### src/rtl/pe_result_drain_pkg.sv
// Shared definitions for the PE array result path: accumulator width and type,
// plus the drain FSM state encoding.
package pe_result_drain_pkg;

    parameter int ACC_WIDTH = 32;

    typedef logic signed [ACC_WIDTH-1:0] acc_t;

    typedef enum logic {
        IDLE = 1'b0,
        SEND = 1'b1
    } drain_state_t;

endpackage

### src/rtl/pe_result_drain.sv
// Snapshots the PE array results on drain_start_i, pulses clear_acc_o, then streams
// one PE row per valid/ready beat so the next tile can compute during the drain.
//
//   state | meaning
//   IDLE  | waiting for drain_start_i; buffer holds the previous snapshot
//   SEND  | presenting snapshot row row_q; advances on each accepted beat
module pe_result_drain
    import pe_result_drain_pkg::*;
#(
    parameter int ROWS      = 4,
    parameter int COLS      = 4,
    parameter int ACC_WIDTH = pe_result_drain_pkg::ACC_WIDTH
) (
    input  logic                                 clk_i,
    input  logic                                 rst_async_n_i,
    input  logic [ROWS*COLS*ACC_WIDTH-1:0]       result_i,
    input  logic                                 drain_start_i,
    output logic                                 clear_acc_o,
    output logic                                 busy_o,
    output logic                                 dout_valid_o,
    input  logic                                 dout_ready_i,
    output logic [COLS*ACC_WIDTH-1:0]            dout_data_o,
    output logic [(ROWS > 1 ? $clog2(ROWS) : 1)-1:0] dout_row_o,
    output logic                                 dout_last_o
);

    localparam int RW       = (ROWS > 1) ? $clog2(ROWS) : 1;
    localparam int ROW_BITS = COLS * ACC_WIDTH;
    localparam logic [RW-1:0] LAST_ROW = RW'(ROWS - 1);

    drain_state_t                   state_q;
    logic [RW-1:0]                  row_q;
    logic [ROWS*COLS*ACC_WIDTH-1:0] snap_q;
    logic                           clear_q;

    // drain_start_i is only honoured in IDLE, so a start during the last beat is dropped.
    always_ff @(posedge clk_i or negedge rst_async_n_i) begin
        if (!rst_async_n_i) begin
            state_q <= IDLE;
            row_q   <= '0;
            snap_q  <= '0;
            clear_q <= 1'b0;
        end else begin
            clear_q <= 1'b0;
            case (state_q)
                IDLE: begin
                    if (drain_start_i) begin
                        snap_q  <= result_i;
                        row_q   <= '0;
                        clear_q <= 1'b1;
                        state_q <= SEND;
                    end
                end
                SEND: begin
                    if (dout_ready_i) begin
                        if (row_q == LAST_ROW) begin
                            row_q   <= '0;
                            state_q <= IDLE;
                        end else begin
                            row_q <= row_q + 1'b1;
                        end
                    end
                end
                default: state_q <= IDLE;
            endcase
        end
    end

    // Outputs decode registered state only; nothing combinational from the inputs.
    assign clear_acc_o  = clear_q;
    assign busy_o       = (state_q == SEND);
    assign dout_valid_o = (state_q == SEND);
    assign dout_row_o   = row_q;
    assign dout_last_o  = (state_q == SEND) && (row_q == LAST_ROW);
    assign dout_data_o  = snap_q[32'(row_q) * ROW_BITS +: ROW_BITS];

endmodule

### config.mk
export PLATFORM = sky130hd
export DESIGN_NAME = pe_result_drain
export DESIGN_NICKNAME = d
export VERILOG_FILES = /design/src/rtl/pe_result_drain_pkg.sv /design/src/rtl/pe_result_drain.sv
export SDC_FILE = /design/constraint.sdc
export NUM_CORES = 1
export LEC_CHECK = 0
export ABC_CLOCK_PERIOD_IN_PS = 1800
export CORE_AREA = 2 2 254 256
export DETAILED_ROUTE_END_ITERATION = 16
export DIE_AREA = 0 0 256 258
export PLACE_DENSITY = 0.68
export SYNTH_ARGS = -nofsm -noshare
export SYNTH_HDL_FRONTEND = slang
export SYNTH_SLANG_ARGS = --single-unit
### constraint.sdc
create_clock -name clk_i -period 1.8 [get_ports clk_i]
set_input_delay 0.18 -clock clk_i [delete_from_list [all_inputs] [get_ports clk_i]]
set_output_delay 0.18 -clock clk_i [all_outputs]
set_load 0.005 [all_outputs]
=== Word level (Yosys, flattened, before mapping) ===
Cells that the tools add are included.

* Output and inout bits: 134
* Bits in registers: 516
* Bits of input ports: 516
* Latch bits: 0
* Bits in writable memories: 0
* ROM bits: 0
* Memories kept: 0

* $mul: 0
* Equal/unequal tests: 3
* Mux-type cells: 9
* Add/subtract/negate cells: 1
* Bitwise operators: 1
* Shift-type cells: 1
* $lt $le $gt $ge: 0
* Divide/modulo/power cells: 0
* Reduce and logical (&&, ||, !) cells: 3

{| class="wikitable"
|+ Operators with widths
! kind !! count
|-
| $shiftx A512 B10 Y128 || 1
|-
| $mux W2 || 3
|-
| $mux W1 || 4
|-
| $ne A2 B2 Y1 const B || 2
|-
| $pmux W2 S2 || 1
|-
| $reduce_and A2 Y1 || 2
|-
| $add A2 B1 Y2 const B || 1
|-
| $eq A2 B2 Y1 const B || 1
|-
| $pmux W1 S2 || 1
|-
| $logic_and A1 B1 Y1 || 1
|-
| $not A1 Y1 || 1
|}

=== Logic depth before layout (Yosys ltp) ===
* Depth in word-level cells: 4
* Gate-level depth with buffers: 5
* Depth with buffers taken out: 3

=== Worst setup path after synthesis ===
No wires, ideal clock.

* Kind: register to output
* From: register row_q[0] (netlist: dout_row_o[0])
* To: output dout_data_o[101]
* Arrival time: 1427 ps
* Cell stages (with the launch flop): 5
* Slack: 193 ps
* Cell sequence: dfrtp_1 clkbuf_1 buf_2 buf_4 mux4_2

* Cells in the longest elaborated chain, start to end: 1

{| class="wikitable"
|+ Ends and longest elaborated chain
! what !! line !! source
|-
| from (decl) || pe_result_drain.sv:32 || <nowiki>logic [RW-1:0] row_q;</nowiki>
|-
| from (signal assigned) || pe_result_drain.sv:60 || <nowiki>row_q <= row_q + 1'b1;</nowiki>
|-
| $shiftx A512 B10 Y128 || pe_result_drain.sv:75 || <nowiki>assign dout_data_o = snap_q[32'(row_q) * ROW_BITS +: ROW_BITS];</nowiki>
|-
| to (decl) || pe_result_drain.sv:22 || <nowiki>output logic [COLS*ACC_WIDTH-1:0] dout_data_o,</nowiki>
|}

Every way passes these cells.

=== Final worst setup path ===
* From: register row_q[0] (netlist: dout_row_o[0])
* To: output dout_data_o[56]

Same word-level chain as after synthesis.

==> metrics.md <==
| Metric | Value |
|---|---|
| Slew Limit Headroom | `between 60% and 70%` |
| Port Buffers | `~650` |
| Pin count of the biggest net entering global routing | `between 50 and 60` |
| CP max stage delay | `0.55 ns` |
| GR Util All Layers | `roughly a fifth` |
| Crit end category | `output pin` |
| Total number of yosys warnings | `0` |
| Syn_nets | `roughly 1,800` |
| Max Root-Sink Buffers | `3` |
| Top cell by count, worst path | `buf_12` |
| Clock sink total | `around 520` |
| Total chip power | `between 60,000 and 70,000 uW` |
| Vias in the first global route | `~16,000` |
| Die width | `approximately 260 um` |
| Area grow syn2layout | `44.7%` |
| Slew @ Worst Pin | `between 0.5 and 0.6 ns` |
| Drt pass-1 iters | `4` |
| HP Class | `input pin to asynchronous set/reset pin` |
| I/O Pins | `between 600 and 700` |
| Status | `complete, but fails checks` |
| Final nets | `roughly 2,600` |
| Worst-path maximum fanout | `7` |
| Mapped Cells | `roughly 1,300` |
| Fin crit period | `roughly 2.5 ns` |
| Critical Path Source Type | `flop` |
| Routed wire length | `roughly 70 mm` |
| Ranking of synthesized cells by area | `dfrtp_1 53%, mux2_4 29%, mux4_2 12%, mux2_2 2.0%, buf_6 1.8%` |
| Worst setup margin | `-0.659 ns` |
| Vias post-DR | `approximately 15,000` |
| Initial antenna violation count | `32` |
| CTS buffer count | `57` |
| Max Cap Viol | `0` |
| First-pass GRT wire length | `roughly 100 mm` |
| Fillcell total | `between 4,000 and 5,000` |
| RSZ-0062 raised after global routing | `true` |
| Fmax | `slightly above 400 MHz` |
| Final core occ | `a little under three fifths` |
| Dpl hpwl | `between 50 and 60 mm` |
| Core area | `~64,000 um^2` |
| Clk_skew | `between 0.009 and 0.01 ns` |
| Initial core utilization | `38.1%` |
| Drt via density | `between 4 and 5` |
| Dominant cell type by area after synthesis | `dfrtp_1` |
| Distinct cells, synth | `18` |
| Post-synth top area share | `53.3%` |
| Pleak | `between 0.015 and 0.02 uW` |
| Maximum vdd drop | `a little over 0.001 V` |
| Area of the multi-input gates | `between 10,000 and 15,000 um^2` |
| Flops & latches, synth | `between 500 and 600` |
| Clock transition at path regs | `roughly 0.06 ns` |
| PwrDens | `~1800 nW/um^2` |
| CP required | `approximately 1.6 ns` |
| Setup violators final | `130` |
| Fin crit share | `137%` |
| H-tree depth | `2` |
| Failing checks | `setup timing` |
| WS Path Type | `flop to output pin` |
| Starting DRT DRC Count | `slightly below 600` |
| Most frequent cells in the layout | `515 x clkdlybuf4s50_1, 514 x dfrtp_1, 469 x mux2_4` |
| Post-Syn Area | `around 24,000 um^2` |
| Worst path cell trace | `buf_12, buf_12, buf_12, buf_6, mux4_2, buf_6` |
| Worst hold slack | `~0.13 ns` |
| Register area | `roughly 13,000 um^2` |
| CTS Root Cell | `clkbuf_16` |
| Arr. time, crit path | `~2.3 ns` |
| Avg Synthesized Cell Area | `19.4 um^2` |
| Slowest cell on the critical path | `dfrtp_4` |
| Worst-Skew Late Latency | `0.60 ns` |
| Register area share after synthesis | `53.3%` |
| Global placement routability congestion | `about 0.9` |
| DR DRC count | `0` |
| Commonest non-fill, non-tap cell in the layout | `clkdlybuf4s50_1` |
| Pins Over Slew Limit | `0` |
| Die Footprint | `roughly 66,000 um^2` |
| Per-cell routed wire length | `between 20 and 25 um` |
| Placed Cells | `2,762` |
| Final hold viol count | `0` |
| CTS tree | `built` |
| Cell Rows | `a little over 90` |
| Post-route antenna net violation count | `0` |
| Post-Layout Cell Count | `2,993` |
| Total global routing overflow | `0` |
| Die height | `258 um` |
| Proportion of layout cells with a drive suffix above 1 | `between 50% and 60%` |
| Dpl ws | `-0.276 ns` |
## cell type report
type	instances	share of cell area [%]
Antenna cell	23	0.164
Tap cell	855	3.05
Clock inverter	16	0.471
Timing Repair Buffer	848	24.6
Multi-Input combinational cell	649	29.9
Sequential cell	516	36.8
Clock buffer	86	4.89
## timing repair
item	in CTS	in global routing
buffers inserted	15	83
setup endpoints to repair	133	132
hold buffers	1	0
gates cloned	4	4
hold endpoints to repair	346	0
gates resized for setup	179	341
pin swaps	0	2
## sequential cells by signal, summed over array words and instances, names as in the netlist
register and count:
busy_o 1, clear_acc_o 1, dout_row_o 2, snap_q 512
## cells by family after synthesis
group / count (synthesis) / share of synthesized area (%)
AOI/OAI and AO/OA: 3 / 0.108
adders and majority gates: 1 / 0.0516
buffers and inverters: 87 / 3.49
DFF: 516 / 53.3
muxes: 641 / 43.0
and+or+nand+nor: 4 / 0.0826
## routing by layer
metal  part of all wire, %  vias up  wire (um)  GRT usage [%]
met4                   3.0       22       2110           7.76
met2                    49      499      34600           33.6
li1                      -     6346          -              -
met1                    41     7544      28600           25.5
met5                  0.20        -        138              0
met3                   7.0      139       4960           6.69
## critical path: cells and delay by family (launching register included)
family	cells	cell delay (ns)
buf+inv	5	0.71
flops	1	0.55
mux	1	0.43
## synth_stat cells
library cell  count
dfrtp_1         516
mux2_4          469
mux4_2          128
mux2_2           43
buf_6            39
buf_1            11
buf_4            11
buf_8            11
buf_2            10
buf_12            3
a32o_1            2
clkbuf_1          2
nor2_1            2
a31oi_1           1
and2_1            1
ha_1              1
mux2i_1           1
nor2b_1           1
## worst paths after layout
kind / startpoint / to / slack [ns] / depth (start not counted)
setup / recovery: dout_row_o[0] / dout_data_o[56] / -0.66 / 6
hold / removal: rst_async_n_i / snap_q[180] / 0.13 / 2
setup reg to reg: busy_o / snap_q[167] / 0.08 / 5
hold reg to reg: snap_q[65] / snap_q[65] / 0.50 / 1
max in group asynchronous: rst_async_n_i / snap_q[228] / 0.77 / 3
min in group clk_i: result_i[499] / snap_q[499] / 0.19 / 2
## through the flow
step	instance area, um^2	setup TNS, ns
after floorplan	24200	0
after global placement	32200	-41.62
after detailed placement	32200	-43.99
after CTS	34200	-90.64
after global routing	35100	-80.40
final	35100	-69.87
## power breakdown
group | leakage (uW) | switching [uW] | internal (uW) | total [uW]
clock network | 0.000935 | 4820 | 6960 | 11800
registers | 0.00620 | 3770 | 17500 | 21300
logic | 0.00818 | 8960 | 20000 | 29000
total | 0.0153 | 17600 | 44500 | 62100
Power figures use the tool's default switching activity.
